### config.mk
export PLATFORM = sky130hd
export DESIGN_NAME = ethernet_encapsulation
export DESIGN_NICKNAME = d
export VERILOG_FILES = /design/src/rtl/ethernet_encapsulation.sv
export SDC_FILE = /design/constraint.sdc
export NUM_CORES = 1
export LEC_CHECK = 0
export ABC_AREA = 0
export CORE_UTILIZATION = 59
export CTS_BUF_LIST = sky130_fd_sc_hd__clkbuf_8 sky130_fd_sc_hd__clkbuf_16
export DETAILED_ROUTE_END_ITERATION = 8
export PLACE_DENSITY_LB_ADDON = 0.12
export SYNTH_ARGS = -nofsm -noshare
export SYNTH_HDL_FRONTEND = slang
export SYNTH_SLANG_ARGS = --single-unit
### constraint.sdc
create_clock -name clk -period 4.1 [get_ports clk]
set_clock_uncertainty 0.1 [all_clocks]
set_input_delay 0.615 -clock clk [delete_from_list [all_inputs] [get_ports clk]]
set_output_delay 0.615 -clock clk [all_outputs]
set_load 0.1 [all_outputs]
### src/rtl/ethernet_encapsulation.sv
// GMII transmit framer: preamble, SFD, DA, SA, length, payload, optional pad, FCS, then IFG.
// Zero padding of short payloads is compiled in when ETH_ENCAP_PAD_EN is defined.
module ethernet_encapsulation #(
  parameter logic [47:0] destination_mac_addr = 48'h023528fbdd66,
  parameter logic [47:0] source_mac_addr      = 48'h072227acdb65,
  parameter int unsigned IFG_BYTES            = 12
) (
  input  logic        clk,
  input  logic        rst,
  input  logic        pct_qued,
  input  logic [10:0] pct_len,
  input  logic [7:0]  s_data,
  input  logic        s_valid,
  output logic        s_ready,
  output logic [7:0]  gmii_tx_d,
  output logic        gmii_tx_en,
  output logic        gmii_tx_er,
  output logic        busy,
  output logic        pct_txed,
  output logic        len_err,
  output logic        underrun
);

  localparam logic [10:0] MaxLen  = 11'd1500;
  localparam logic [10:0] IfgLast = 11'(IFG_BYTES - 1);
`ifdef ETH_ENCAP_PAD_EN
  localparam logic [10:0] MinPay  = 11'd46;
`endif

  typedef enum logic [3:0] {
    StIdle, StPre, StSfd, StDa, StSa, StLen, StPay, StPad, StFcs, StIfg
  } state_e;

  state_e      state_q, state_d;
  logic [10:0] cnt_q, cnt_d;
  logic [10:0] len_q, len_d;
  logic [31:0] crc_q, crc_d;

  logic [7:0]  byte_nxt;
  logic        en_nxt, er_nxt, txed_nxt, lerr_nxt, unr_nxt, crc_upd;
  logic [47:0] da_sh, sa_sh;
  logic [31:0] fcs_sh;

  // Reflected CRC-32, one byte per call, LSB first.
  function automatic logic [31:0] crc_byte(input logic [31:0] c, input logic [7:0] d);
    logic [31:0] r;
    r = c ^ {24'h0, d};
    for (int i = 0; i < 8; i++) begin
      r = r[0] ? ((r >> 1) ^ 32'hEDB88320) : (r >> 1);
    end
    return r;
  endfunction

  assign da_sh   = destination_mac_addr << {cnt_q[2:0], 3'b000};
  assign sa_sh   = source_mac_addr << {cnt_q[2:0], 3'b000};
  assign fcs_sh  = ~crc_q >> {cnt_q[1:0], 3'b000};
  assign s_ready = (state_q == StPay);

  always_comb begin
    state_d  = state_q;
    cnt_d    = cnt_q;
    len_d    = len_q;
    crc_d    = crc_q;
    byte_nxt = 8'h00;
    en_nxt   = 1'b0;
    er_nxt   = 1'b0;
    txed_nxt = 1'b0;
    lerr_nxt = 1'b0;
    unr_nxt  = 1'b0;
    crc_upd  = 1'b0;
    unique case (state_q)
      StIdle: begin
        cnt_d = '0;
        crc_d = 32'hFFFFFFFF;
        if (pct_qued) begin
          if (pct_len != 11'd0 && pct_len <= MaxLen) begin
            len_d   = pct_len;
            state_d = StPre;
          end else begin
            lerr_nxt = 1'b1;
          end
        end
      end
      StPre: begin
        byte_nxt = 8'h55;
        en_nxt   = 1'b1;
        if (cnt_q == 11'd6) begin
          cnt_d   = '0;
          state_d = StSfd;
        end else begin
          cnt_d = cnt_q + 11'd1;
        end
      end
      StSfd: begin
        byte_nxt = 8'hD5;
        en_nxt   = 1'b1;
        cnt_d    = '0;
        state_d  = StDa;
      end
      StDa: begin
        byte_nxt = da_sh[47:40];
        en_nxt   = 1'b1;
        crc_upd  = 1'b1;
        if (cnt_q == 11'd5) begin
          cnt_d   = '0;
          state_d = StSa;
        end else begin
          cnt_d = cnt_q + 11'd1;
        end
      end
      StSa: begin
        byte_nxt = sa_sh[47:40];
        en_nxt   = 1'b1;
        crc_upd  = 1'b1;
        if (cnt_q == 11'd5) begin
          cnt_d   = '0;
          state_d = StLen;
        end else begin
          cnt_d = cnt_q + 11'd1;
        end
      end
      StLen: begin
        byte_nxt = (cnt_q == 11'd0) ? {5'b0, len_q[10:8]} : len_q[7:0];
        en_nxt   = 1'b1;
        crc_upd  = 1'b1;
        if (cnt_q == 11'd1) begin
          cnt_d   = '0;
          state_d = StPay;
        end else begin
          cnt_d = cnt_q + 11'd1;
        end
      end
      StPay: begin
        // A missing byte still occupies its slot: send 0x00 flagged as an error.
        byte_nxt = s_valid ? s_data : 8'h00;
        er_nxt   = ~s_valid;
        unr_nxt  = ~s_valid;
        en_nxt   = 1'b1;
        crc_upd  = 1'b1;
        if (cnt_q == len_q - 11'd1) begin
          cnt_d   = '0;
          state_d = StFcs;
`ifdef ETH_ENCAP_PAD_EN
          if (len_q < MinPay) begin
            cnt_d   = cnt_q + 11'd1;
            state_d = StPad;
          end
`endif
        end else begin
          cnt_d = cnt_q + 11'd1;
        end
      end
`ifdef ETH_ENCAP_PAD_EN
      StPad: begin
        // Counter carries on from the payload count, so the pad ends at byte 45.
        byte_nxt = 8'h00;
        en_nxt   = 1'b1;
        crc_upd  = 1'b1;
        if (cnt_q == MinPay - 11'd1) begin
          cnt_d   = '0;
          state_d = StFcs;
        end else begin
          cnt_d = cnt_q + 11'd1;
        end
      end
`endif
      StFcs: begin
        byte_nxt = fcs_sh[7:0];
        en_nxt   = 1'b1;
        if (cnt_q == 11'd3) begin
          txed_nxt = 1'b1;
          cnt_d    = '0;
          state_d  = (IFG_BYTES == 0) ? StIdle : StIfg;
        end else begin
          cnt_d = cnt_q + 11'd1;
        end
      end
      StIfg: begin
        if (cnt_q == IfgLast) begin
          cnt_d   = '0;
          state_d = StIdle;
        end else begin
          cnt_d = cnt_q + 11'd1;
        end
      end
      default: begin
        cnt_d   = '0;
        state_d = StIdle;
      end
    endcase
    if (crc_upd) begin
      crc_d = crc_byte(crc_q, byte_nxt);
    end
  end

  always_ff @(posedge clk) begin
    if (rst) begin
      state_q    <= StIdle;
      cnt_q      <= '0;
      len_q      <= '0;
      crc_q      <= 32'hFFFFFFFF;
      gmii_tx_d  <= 8'h00;
      gmii_tx_en <= 1'b0;
      gmii_tx_er <= 1'b0;
      busy       <= 1'b0;
      pct_txed   <= 1'b0;
      len_err    <= 1'b0;
      underrun   <= 1'b0;
    end else begin
      state_q    <= state_d;
      cnt_q      <= cnt_d;
      len_q      <= len_d;
      crc_q      <= crc_d;
      gmii_tx_d  <= byte_nxt;
      gmii_tx_en <= en_nxt;
      gmii_tx_er <= er_nxt;
      busy       <= (state_d != StIdle);
      pct_txed   <= txed_nxt;
      len_err    <= lerr_nxt;
      underrun   <= unr_nxt;
    end
  end

endmodule

* Word-level counts from Yosys, hierarchy flattened
Index checks and enable logic that the tools add are counted.
Word-level totals: bits in writable memories 0, bits in registers 71, memory bits (read-only) 0, memories kept 0, bits of input ports 23, output and inout port bits 15, latch bits 0
Cells by class: divide/modulo/power cells 0, reductions and logical operators 13, equal/unequal tests 14, $lt $le $gt $ge 1, shift operators 3, $mul 0, mux-type cells 34, $add $sub $neg 2, bitwise operators 15
Operators with widths (number):
- $mux W32 | 10
- $not A13 Y14 | 8
- $mux W11 | 6
- $pmux W11 S6 | 1
- $pmux W8 S7 | 1
- $shl A42 B6 Y48 const A | 1
- $shl A43 B6 Y48 const A | 1
- $mux W4 | 9
- $pmux W4 S9 | 1
- $not A32 Y32 | 1
- $shr A32 B5 Y8 | 1
- $xor A32 B8 Y32 | 1
- $eq A11 B3 Y1 const B | 2
- $mux W8 | 2
- $eq A4 B3 Y1 const B | 3
- $add A11 B1 Y11 const B | 1
- $eq A11 B1 Y1 const B | 1
- $eq A11 B11 Y1 | 1
- $eq A11 B2 Y1 const B | 1
- $eq A11 B4 Y1 const B | 1
- $le A11 B11 Y1 const B | 1
- $logic_not A11 Y1 | 1
- $reduce_bool A11 Y1 | 1
- $sub A11 B1 Y11 const B | 1
- other kinds (14) | 25

* Logic depth before layout (Yosys ltp)
depth in word-level cells 21, depth in mapped cells 12, depth with buffers taken out 11

* Least setup slack after synthesis
No wires, ideal clock.
path type reg2reg, from register cnt_q[0], to register crc_q[27], stages on the path, launching flop included 12, slack 0.400 ns, data arrival time 3.483 ns, library setup time 0.117 ns, period minus slack after synthesis 3.700 ns, path buffers 1, data required time 3.883 ns, cells stage by stage dfxtp_1 > buf_2 > inv_1 > ha_1 > or3b_2 > nor3_2 > mux2_2 > a211oi_2 > xnor3_2 > xor2_1 > xor2_1 > o22a_1
On the way: longest elaborated chain between the ends 16, elaborated cells on any way between the ends 20
RTL lines:
- from (decl) | RTL line 35 | logic [10:0] cnt_q, cnt_d;
- from (signal assigned) | RTL line 211 | cnt_q <= cnt_d;
- parallel branches: the longest is 2 deep, another holds $shl A43 B6 Y48
- $pmux W8 S7 * | RTL line 71 | unique case (state_q)
- $xor A32 B8 Y32 * | RTL line 47 | r = c ^ {24'h0, d};
- $mux W32 * (4 in series) | RTL line 49 | r = r[0] ? ((r >> 1) ^ 32'hEDB88320) : (r >> 1);
- $not A13 Y14 (no line)
- $mux W32 * | RTL line 49
- $not A13 Y14 (no line)
- $mux W32 * (2 in series) | RTL line 49
- $not A13 Y14 (no line)
- $mux W32 * | RTL line 49
- $mux W32 * | RTL line 191 | if (crc_upd) begin
- to (signal assigned) | RTL line 213 | crc_q <= crc_d;
- to (decl) | RTL line 37 | logic [31:0] crc_q, crc_d;
Every way passes the cells marked *. A chain may end at the register's enable or synchronous reset.

* Worst setup path in the final report
from register state_q[0], to register crc_q[26]
On the way: longest elaborated chain between the ends 16, elaborated cells on any way between the ends 28
RTL lines:
- from (decl) | RTL line 34 | state_e state_q, state_d;
- from (signal assigned) | RTL line 198 | state_q <= StIdle;
- from (signal assigned) | RTL line 210 | state_q <= state_d;
- $eq A4 B4 Y1 (tied with other cells) | RTL line 71
- $pmux W8 S7 | RTL line 71
- $xor A32 B8 Y32 | RTL line 47
- $mux W32 (3 in series) | RTL line 49
- $not A13 Y14 (no line)
- $mux W32 | RTL line 49
- $not A13 Y14 (no line)
- $mux W32 (2 in series) | RTL line 49
- $not A13 Y14 (no line)
- $mux W32 | RTL line 49
- $not A13 Y14 (no line)
- $mux W32 | RTL line 49
- $mux W32 | RTL line 191
Several ways; a longest one is shown, not always the timed one.

==> key figures <==
Outcome
  • Outcome: complete, no violations

Clock tree
  • CTS H-tree depth: 3
  • Root Buffer: clkbuf_8
  • CTS tree: done
  • Post-CTS sizing: 0
  • Clock Tree Buf Depth: 2
  • Post-CTS Hold Buffers: 0
  • Clk pin slew, worst setup/hold paths: 0.08 ns
  • Total CTS buffers: 9
  • Clock latency on the worst-skew pair: 0.35 ns
  • Clk sinks: 71
  • Post-CTS setup buffers: 0

Placed design
  • GP Congestion: 0.898
  • HPWL after detailed placement: 8870 µm
  • PortBufs: 37

Global route
  • Initial antenna violation count: 0
  • First-pass GRT wire length: 19900 µm
  • Vias in the first global route: 3867
  • Grt ovf: 0
  • Largest net degree at the start of global routing: 27
  • Gr usage total: 0.311

Route
  • DRC viols: 0
  • Drt initial violations: 260
  • Vias: 3923
  • Final WL: 12200 µm
  • Wire length per cell: 18.6 µm
  • Antenna-violating nets left: 0
  • First-pass DRT Iterations: 4
  • Via/cell ratio: 5.99

STA
  • Fin crit period: 3.63 ns
  • Achievable Freq: 276 MHz
  • Worst Max-Slew Pin Slew: 0.981 ns
  • Final Cycle Share: 0.884
  • Final setup viols: 0
  • TNS Setup: 0 ns
  • Final Hold Viols: 0
  • Slew Limit Fails: 0
  • RSZ-0062 raised after global routing: false
  • Relative slew margins: 0.344

Floorplanning
  • Die height: 91.3 µm
  • Die area: 8330 µm²
  • I/O pin count: 38
  • Die width: 91.3 µm
  • Core area: 7730 µm²
  • Initial core utilization: 0.608
  • Num rows: 32

Setup path
  • Critical Path Sink Type: register
  • Crit path DAT: 3.76 ns
  • Crit Path Max Fanout: 20
  • Worst Path Required: 4.23 ns
  • Startpoint class of the critical path: register
  • Critical path type: register to register

Synthesis
  • Post-Syn Instances: 516
  • Ys flop type: dfxtp_1
  • Syn Nets: 547
  • Count of cell types in the netlist: 70
  • Post-synth EDFFs: 0
  • Synth warnings: 0
  • FFs w/ async S/R, synth: 0
  • Post-Syn Area: 4700 µm²
  • Avg Cell Area, Syn: 9.11 µm²
  • Sequential fraction of the synthesis area: 0.302
  • Yosys reg bits: 71

Finish
  • Final nets: 579
  • Antenna cells: 0
  • Synth-to-layout area growth: 14.7%
  • Util after Layout: 0.698
  • Share of cells above drive strength 1: 0.125

Run
  • Max_cap viols: 0

Pwr
  • Power Density: 321 nW/µm²
  • P_leak: 0.00211 µW
  • Peak VDD IR: 258 µV

Hold path
  • Min-Delay Path Class: register to register
==> layer usage <==
layer / vias to the layer above / wire length (µm) / part of all wire / GRT usage
met1: 1903 / 5190 / 0.43 / 0.392
li1: 1885 / - / - / -
met5: - / 0 / 0 / 0
met3: 28 / 554 / 0.045 / 0.0544
met4: 0 / 366 / 0.030 / 0.106
met2: 107 / 6080 / 0.50 / 0.535
==> logic make-up (layout without fill, tap and decap cells) <==
logic type,count (synthesis),in the layout,share of synthesized area
AO/OA/AOI/OAI,103,103,0.157
multiplexers,23,23,0.0708
adder cells (fa/ha/maj),8,8,0.0213
AND/OR/NAND/NOR,168,168,0.184
flip-flops,71,71,0.302
XOR/XNOR,92,92,0.221
buffers and inverters,51,88,0.0439
==> layout make-up <==
| cell class | instances | area [µm²] |
|---|---|---|
| multi-input cells | 394 | 3070 |
| fillers | 620 | 2330 |
| flip-flops and latches | 71 | 1420 |
| repair buffers | 54 | 495 |
| clock buffers | 11 | 151 |
| well taps | 102 | 128 |
| inverters | 18 | 67.6 |
| clock inverters | 5 | 56.3 |
==> synthesized netlist by cell type (3+ instances only) <==
library cell  number  area (µm²)
nor2_1            72         270
dfxtp_1           71        1420
xnor2_1           45         394
a21oi_1           29         145
xor2_1            29         254
clkbuf_1          25        93.8
inv_1             18        67.6
nand2b_1          16         100
nand2_1           15        56.3
mux2i_1           13         130
o22ai_1           13        81.3
nand3_1           12        60.1
nor3_1            11        55.1
o21ai_0           11        55.1
xnor3_1           10         225
ha_1               8         100
mux4_2             8         180
or2_2              6        37.5
a21boi_0           5        37.5
and3_1             5        31.3
nor2b_1            5        31.3
a2bb2oi_1          4        35.0
nor4_1             4        25.0
o22a_1             4        35.0
a211oi_2           3        37.5
a31oi_1            3        18.8
buf_2              3        15.0
buf_4              3        22.5
nand4_1            3        18.8
o211ai_1           3        22.5
o21a_1             3        22.5
o311ai_0           3        26.3
==> registers in the layout, summed over array words and instances (netlist names) <==
signal,cells
len_err,1
pct_txed,1
len_q,11
underrun,1
gmii_tx_d,8
cnt_q,11
busy,1
crc_q,32
state_q,4
gmii_tx_en,1
==> cell usage in the layout, fill, tap and decap left out, types with 5 or more instances in the layout <==
cell	count
a21boi_0	5
a21oi_1	29
and3_1	5
buf_4	18
clkbuf_8	11
clkdlybuf4s50_1	36
dfxtp_1	71
ha_1	8
inv_1	18
mux2i_1	13
mux4_2	8
nand2_1	15
nand2b_1	16
nand3_1	12
nor2_1	72
nor2b_1	5
nor3_1	11
o21ai_0	11
o22ai_1	13
or2_2	6
xnor2_1	45
xnor3_1	10
xor2_1	29
==> final timing paths <==
kind | slack [ns] | endpoint | startpoint | depth (start not counted)
setup reg to reg | 0.47 | crc_q[26]$_SDFFE_PP1P_ | state_q[0]$_SDFF_PP0_ | 11
hold reg to reg | 0.42 | crc_q[25]$_SDFFE_PP1P_ | crc_q[25]$_SDFFE_PP1P_ | 2
setup / recovery | 0.47 | crc_q[26]$_SDFFE_PP1P_ | state_q[0]$_SDFF_PP0_ | 11
hold / removal | 0.42 | crc_q[25]$_SDFFE_PP1P_ | crc_q[25]$_SDFFE_PP1P_ | 2
==> through the flow <==
step           cells  setup WS, ns  hold WS [ns]  instance area [µm²]  total power, µW
2_1_floorplan    516         0.400         0.376                 4700             1050
3_5_place_dp     639         0.389         0.410                 5190             1150
4_1_cts          655         0.483         0.423                 5390             1740
6_report         655         0.474         0.420                 5390             1730
3_3_place_gp     639         0.390         0.402                 5190             1150
5_1_grt          655         0.173         0.446                 5390             1800
==> power breakdown <==
| part | switching (µW) | leakage [µW] | internal (µW) | total [µW] |
|---|---|---|---|---|
| clock network | 278 | 0.000105 | 313 | 591 |
| logic | 222 | 0.00142 | 189 | 412 |
| registers | 23.6 | 0.000576 | 704 | 728 |
| total | 524 | 0.00211 | 1210 | 1730 |
==> worst max-delay path, cell delays in order, from the launching register on <==
cell,delay (ns)
dfxtp_1,0.52
nor4b_4,0.54
inv_1,0.13
ha_1,0.22
nand3b_1,0.11
a2bb2oi_1,0.12
a2111oi_4,0.41
xnor2_2,0.23
xnor3_2,0.51
xnor2_2,0.35
xor2_1,0.18
a21oi_1,0.08
(Power assumes the default switching activity.)
